`src/rtl/mem_arbiter_pkg.sv`:
```
// rtl/mem_arbiter_pkg.sv - shared types and defaults for the two-master memory arbiter
package mem_arbiter_pkg;

  // Arbiter transaction phases: waiting for a request, waiting on the bus, answering the owner.
  typedef enum logic [1:0] {
    ST_IDLE = 2'd0,
    ST_BUSY = 2'd1,
    ST_RESP = 2'd2
  } state_t;

  // Default number of BUSY cycles tolerated without mem_ready before aborting.
  localparam int unsigned TIMEOUT_DEFAULT = 1023;

endpackage

```
`src/rtl/mem_arbiter.sv`:
```
// rtl/mem_arbiter.sv - round-robin arbiter sharing one memory bus between two masters
module mem_arbiter
  import mem_arbiter_pkg::*;
#(
  parameter int unsigned TIMEOUT = TIMEOUT_DEFAULT
) (
  input  logic        clk,
  input  logic        rst,

  input  logic        m0_valid,
  input  logic        m0_instr,
  input  logic [31:0] m0_addr,
  input  logic [31:0] m0_wdata,
  input  logic [3:0]  m0_wstrb,
  output logic [31:0] m0_rdata,
  output logic        m0_ready,

  input  logic        m1_valid,
  input  logic        m1_instr,
  input  logic [31:0] m1_addr,
  input  logic [31:0] m1_wdata,
  input  logic [3:0]  m1_wstrb,
  output logic [31:0] m1_rdata,
  output logic        m1_ready,

  output logic        mem_valid,
  output logic        mem_instr,
  output logic [31:0] mem_addr,
  output logic [31:0] mem_wdata,
  output logic [3:0]  mem_wstrb,
  input  logic [31:0] mem_rdata,
  input  logic        mem_ready,

  output logic        timeout_err
);

  state_t      state_q, state_d;
  logic        last_grant_q;
  logic        owner_q;
  logic        instr_q;
  logic [31:0] addr_q;
  logic [31:0] wdata_q;
  logic [3:0]  wstrb_q;
  logic [31:0] cnt_q;
  logic        abort_q;
  logic [31:0] rdata_q;

  logic        grant_valid;
  logic        grant_sel;
  logic        timed_out;

  // Pick a requester: a lone valid wins outright, a tie goes to whoever was not granted last.
  always_comb begin
    grant_valid = m0_valid | m1_valid;
    grant_sel   = (m0_valid && m1_valid) ? ~last_grant_q : m1_valid;
    timed_out   = (cnt_q == 32'(TIMEOUT));
  end

  // State register.
  always_ff @(posedge clk) begin
    if (rst) begin
      state_q <= ST_IDLE;
    end else begin
      state_q <= state_d;
    end
  end

  // Next-state logic: RESP always lasts exactly one cycle.
  always_comb begin
    state_d = state_q;
    case (state_q)
      ST_IDLE: if (grant_valid) state_d = ST_BUSY;
      ST_BUSY: if (mem_ready || timed_out) state_d = ST_RESP;
      ST_RESP: state_d = ST_IDLE;
      default: state_d = ST_IDLE;
    endcase
  end

  // Datapath: latch the granted request, count wait cycles, capture the response or abort.
  always_ff @(posedge clk) begin
    if (rst) begin
      last_grant_q <= 1'b1;
      owner_q      <= 1'b0;
      instr_q      <= 1'b0;
      addr_q       <= 32'd0;
      wdata_q      <= 32'd0;
      wstrb_q      <= 4'd0;
      cnt_q        <= 32'd0;
      abort_q      <= 1'b0;
      rdata_q      <= 32'd0;
    end else begin
      case (state_q)
        ST_IDLE: begin
          if (grant_valid) begin
            owner_q      <= grant_sel;
            last_grant_q <= grant_sel;
            instr_q      <= grant_sel ? m1_instr : m0_instr;
            addr_q       <= grant_sel ? m1_addr  : m0_addr;
            wdata_q      <= grant_sel ? m1_wdata : m0_wdata;
            wstrb_q      <= grant_sel ? m1_wstrb : m0_wstrb;
            cnt_q        <= 32'd0;
            abort_q      <= 1'b0;
          end
        end
        ST_BUSY: begin
          if (mem_ready) begin
            rdata_q <= mem_rdata;
            abort_q <= 1'b0;
          end else if (timed_out) begin
            rdata_q <= 32'd0;
            abort_q <= 1'b1;
          end else begin
            cnt_q <= cnt_q + 32'd1;
          end
        end
        default: begin
        end
      endcase
    end
  end

  // Outputs decode only registered state, so no input reaches an output combinationally.
  always_comb begin
    mem_valid   = 1'b0;
    mem_instr   = 1'b0;
    mem_addr    = 32'd0;
    mem_wdata   = 32'd0;
    mem_wstrb   = 4'd0;
    m0_ready    = 1'b0;
    m0_rdata    = 32'd0;
    m1_ready    = 1'b0;
    m1_rdata    = 32'd0;
    timeout_err = 1'b0;
    case (state_q)
      ST_BUSY: begin
        // The counter is still zero only in the first BUSY cycle.
        mem_valid = (cnt_q == 32'd0);
        mem_instr = instr_q;
        mem_addr  = addr_q;
        mem_wdata = wdata_q;
        mem_wstrb = wstrb_q;
      end
      ST_RESP: begin
        if (owner_q) begin
          m1_ready = 1'b1;
          m1_rdata = rdata_q;
        end else begin
          m0_ready = 1'b1;
          m0_rdata = rdata_q;
        end
        timeout_err = abort_q;
      end
      default: begin
      end
    endcase
  end

endmodule

```
`config.mk`:
```
export PLATFORM = sky130hd
export DESIGN_NAME = mem_arbiter
export DESIGN_NICKNAME = d
export VERILOG_FILES = /design/src/rtl/mem_arbiter_pkg.sv /design/src/rtl/mem_arbiter.sv
export SDC_FILE = /design/constraint.sdc
export NUM_CORES = 1
export LEC_CHECK = 0
export ABC_AREA = 1
export CORE_MARGIN = 3
export CORE_UTILIZATION = 47
export DETAILED_ROUTE_END_ITERATION = 16
export GPL_ROUTABILITY_DRIVEN = 0
export PLACE_DENSITY = 0.83
export SLEW_MARGIN = 20
export SYNTH_ARGS = -nofsm -noshare
export SYNTH_HDL_FRONTEND = slang
export SYNTH_SLANG_ARGS = --single-unit
```
`constraint.sdc`:
```
create_clock -name clk -period 3.3 [get_ports clk]
set_input_delay 0.33 -clock clk [delete_from_list [all_inputs] [get_ports clk]]
set_output_delay 0.33 -clock clk [all_outputs]
set_load 0.03 [all_outputs]
```
* Yosys cells after proc, flatten, opt, wreduce, memory -nomap -nowiden
Index checks and enable logic that the tools add are counted.
** Storage, ports and cells
- Memories :: 0
- Bits in registers :: 138
- Bits in latches :: 0
- Bits in writable memories :: 0
- Memory bits (read-only) :: 0
- Word-level logic and storage cells :: 64
- Bits of input ports :: 175
** Cells by class
- Multiply operators :: 0
- Bitwise gates (word level) :: 2
- Muxes and demuxes :: 32
- Equality and inequality tests :: 8
- Div/mod/pow operators :: 0
- Reductions and logical operators :: 11
- Add/sub/neg operators :: 1
- Shift operators :: 0
- $lt $le $gt $ge :: 0
** Operators with widths (count)
- $mux 32 :: 13
- $pmux 32 s2 :: 1
- $add 32x1->32 const B :: 1
- $eq 32x10->1 const B :: 1
- $logic_not 32->1 :: 1
- $mux 1 :: 12
- $mux 4 :: 2
- $ne 2x2->1 const B :: 4
- $reduce_and 2->1 :: 3
- $mux 2 :: 2
- $pmux 2 s2 :: 1
- $reduce_and 4->1 :: 1
- $reduce_bool 2->1 :: 2
- $ne 3x3->1 const B :: 1
- $reduce_and 3->1 :: 1
- $eq 2x1->1 const B :: 1
- $eq 2x2->1 const B :: 1
- $logic_not 2->1 :: 1
- $pmux 1 s2 :: 1
- $logic_and 1x1->1 :: 1
- $logic_or 1x1->1 :: 1
- $not 1->1 :: 1
- $or 1x1->1 :: 1

* Logic depth before layout (Yosys ltp)
- Depth in word-level cells :: 4
- Gate-level depth with buffers :: 12
- Gate-level depth less buffers :: 11

* Worst setup path before layout
Ideal clock, no wire load.
- Kind :: reg2out
- From :: reg state_q[1]
- To :: out m0_rdata[10]
- Cell stages (with the launch flop) :: 8
- Path slack :: 1127 ps
- Data arrival time :: 1843 ps
- Required time :: 2970 ps
- Path through :: dfxtp_1 > inv_1 > nor2_1 > inv_1 > nor2_1 > inv_1 > clkbuf_1 > nor2_1
** On the way
- Longest elaborated chain between the ends :: 2
** Ends and longest elaborated chain
- from (decl) :: RTL line mem_arbiter.sv:37 : state_t state_q, state_d;
- from (signal assigned) :: RTL line mem_arbiter.sv:64 : state_q <= state_d;
- $eq 2x2->1 :: RTL line mem_arbiter.sv:134 : case (state_q)
- $mux 32 :: RTL line mem_arbiter.sv:134
- to (decl) :: RTL line mem_arbiter.sv:15 : output logic [31:0] m0_rdata,
No other way between the ends.

* Final worst setup path
- From :: reg state_q[1]
- To :: out m0_rdata[5]
The elaborated chain is that of the path after synthesis.

==> run_results.csv <==
group,metric,value,unit
clocking,cts-buffers-inserted,17,
power,p_total,4.81,mW
global_route,grt_start_max_net_pins,71,
sta,max_freq,344,MHz
routing,post_drt_via_cell_ratio,5.07,
finish,final_nets,1675,
die,die_area,0.0174,sq mm
yosys,yosys_warnings,0,
finish,nFillCells,1308,
placement,place_ws,0.588,ns
clocking,clkTransAtPathRegs,0.06,ns
yosys,synth_nets,1402,
clocking,htreeDepth,4,
worst_setup_path,end_kind,"output pin",
routing,first_pass_iters,6,
finish,area_growth,51.1,%
yosys,syn_avg_cell_area,6.09,sq um
yosys,synth-seq-area-share,37.1,%
worst_setup_path,reg2reg_slack,0.98,ns
worst_setup_path,r2r_cells,10,
min_path,min_from,"rdata_q[22]",
clocking,cts.sinks,138,
worst_setup_path,arrival,2.58,ns
routing,wl_per_cell,14.9,microns
routing,drc,0,
yosys,synth_top_cell_by_area,"dfxtp_1",
yosys,ys_seq_elements,138,
min_path,whs_path_depth,2,
sta,fin_skew,0.00906,ns
power,p_leak,4.23,nW
yosys,synth_cell_types,32,
min_path,hold_path_end,"rdata_q[22]",
global_route,gr-total-overflow,0,
yosys,synthCells,1225,
clocking,tritoncts,"built",
sta,rsz0062_at_grt,"no",
global_route,antenna_found_initial,1,
clocking,ctsHoldBuffers,0,
routing,drt_iter0_drc,727,
power,power_density,427,mW/mm^2
global_route,grt_pass1_wl,40900,microns
routing,wl,25600,microns
global_route,grt_usage,28.6,%
sta,max_slew.worst_pin.slew,0.981,ns
sta,setup_tns,0,ns
die,num_rows,45,
sta,fin_crit,2.91,ns
clocking,cts_setup_buffers,0,
die,core_area,0.0154,sq mm
die,initial_utilization,48.5,%
global_route,grt_pass1_vias,8233,
clocking,cts_resized,0,
placement,portBuffers,311,
worst_setup_path,crit_start,"state_q[1]",
routing,route.vias.total,8743,
placement,dp_hpwl,18800,microns
sta,slew_violations,0,
min_path,hp-class,"reg -> reg",
power,peakVddDrop,0.367,mV
worst_setup_path,startpoint_type,"flip-flop",
sta,finalSetupViolCount,0,
worst_setup_path,reg2reg_from,"cnt_q[0]",
worst_setup_path,crit_type,"reg -> out",
outcome,status,"complete, no violations",
clocking,root_buffer,"clkbuf_16",
finish,seq_area,0.00276,sq mm
worst_setup_path,crit_fanout,32,
yosys,synth_top_area_share,37.1,%
yosys,syn_area,0.00746,sq mm
worst_setup_path,crit_required,2.97,ns
finish,drive_gt1_share,4.63,%
sta,worst_slack,0.391,ns
yosys,yosys-top-cells-area,"dfxtp_1 (37%), nand2_1 (18%), nor2_1 (11%)",
sta,period_share,88.2,%
clocking,cts_buffer_depth,2,
routing,detail-route-antenna-nets,0,
finish,multiInputGateArea,0.00382,sq mm
worst_setup_path,reg2reg_to,"rdata_q[6]",
sta,worst_slew_margin_rel,34.6,%
sta,hold_viol_final,0,
clocking,clock_latency,0.43,ns
die,ios,312,
flow_run,cap_violations,0,
die,die_h,132,microns
die,die_x,132,microns
power breakdown:
group | internal, mW | switching, mW
Sequential | 1.79 | 0.0633
Clock | 1.24 | 0.772
Combinational | 0.412 | 0.530
registers in the layout, summed over array words and instances, names as in the netlist:
signal / flops
abort_q: 1
addr_q: 32
cnt_q: 32
instr_q: 1
last_grant_q: 1
owner_q: 1
rdata_q: 32
state_q: 2
wdata_q: 32
wstrb_q: 4
per-stage QoR:
| step | instances | instance area, sq um | utilization, % | hold slack (ns) |
|---|---|---|---|---|
| after floorplan | 1225 | 7460 | - | 0.439 |
| after global placement | 1690 | 10600 | 69.2 | 0.449 |
| after detailed placement | 1690 | 10600 | 69.2 | 0.452 |
| after CTS | 1722 | 11300 | 73.3 | 0.457 |
| after global routing | 1723 | 11300 | 73.3 | 0.465 |
| final | 1723 | 11300 | 73.3 | 0.459 |
placed cells by master, fill, tap and decap left out, drive strengths merged:
cell type and count:
nor2 232, clkinv 4, buf 13, diode 1, a21oi 55, xnor2 3, ha 2, bufinv 3
o21ai 94, xor2 4, nor4 2, clkinvlp 2, nand2 363, nand4 6, dfxtp 138, nor3 5
clkdlybuf4s50 310, clkbuf 20, nor3b 2, nand3 22, inv 160, nor2b 1, a31oi 69, mux2i 1
cell type report:
type,count,area share [%]
Antenna cell,1,0.0222
Sequential cell,138,24.5
Tap cell,211,2.34
Clock buffer,20,4.05
Multi-Input combinational cell,861,33.9
Timing Repair Buffer,323,28.5
Clock inverter,12,1.44
Inverter,157,5.24
metal layers:
layer	vias to the layer above	global-route usage (%)	share of wire (%)
met4	0	11.6	3.6
met3	52	8.74	8.1
met5	-	0	0
li1	4366	-	-
met1	3985	32.4	38
met2	340	50.1	50
synthesized netlist by cell type, drive strengths merged:
library cell and instances:
xnor2 3, a21oi 55, nor2b 1, clkbuf 56, mux2i 1, a31oi 69
ha 2, dfxtp 138, nor2 232, nand4 6, buf 13, xor2 4
nor3 5, nor4 2, nand3 22, nor3b 2, inv 157, o21ai 94
nand2 363
how the worst max path moves through the flow:
stage / slack, ns / end / depth (start not counted)
after global placement: 0.78 / addr_q[1] / 6
after detailed placement: 0.59 / wdata_q[30] / 6
after floorplan: 1.13 / m0_rdata[10] / 7
final: 0.39 / m0_rdata[5] / 7
after global routing: 0.20 / m0_rdata[16] / 7
after CTS: 0.38 / m0_rdata[5] / 7
cells by family after synthesis:
group,Yosys count,synth area share [%]
simple gates,633,33.5
buf+inv,226,11.9
compound gates,218,16.2
flops,138,37.1
xor+xnor,7,0.822
fa+ha+maj,2,0.336
mux,1,0.134
worst max-delay path, cell delays in order (launching register included):
cell and delay (ns):
dfxtp_1 0.38, inv_1 0.05, nor2_1 0.12, inv_1 0.07
nor2_1 0.12, inv_1 0.42, nor2_1 0.27, clkdlybuf4s50_1 0.72
(Power assumes the default switching activity.)
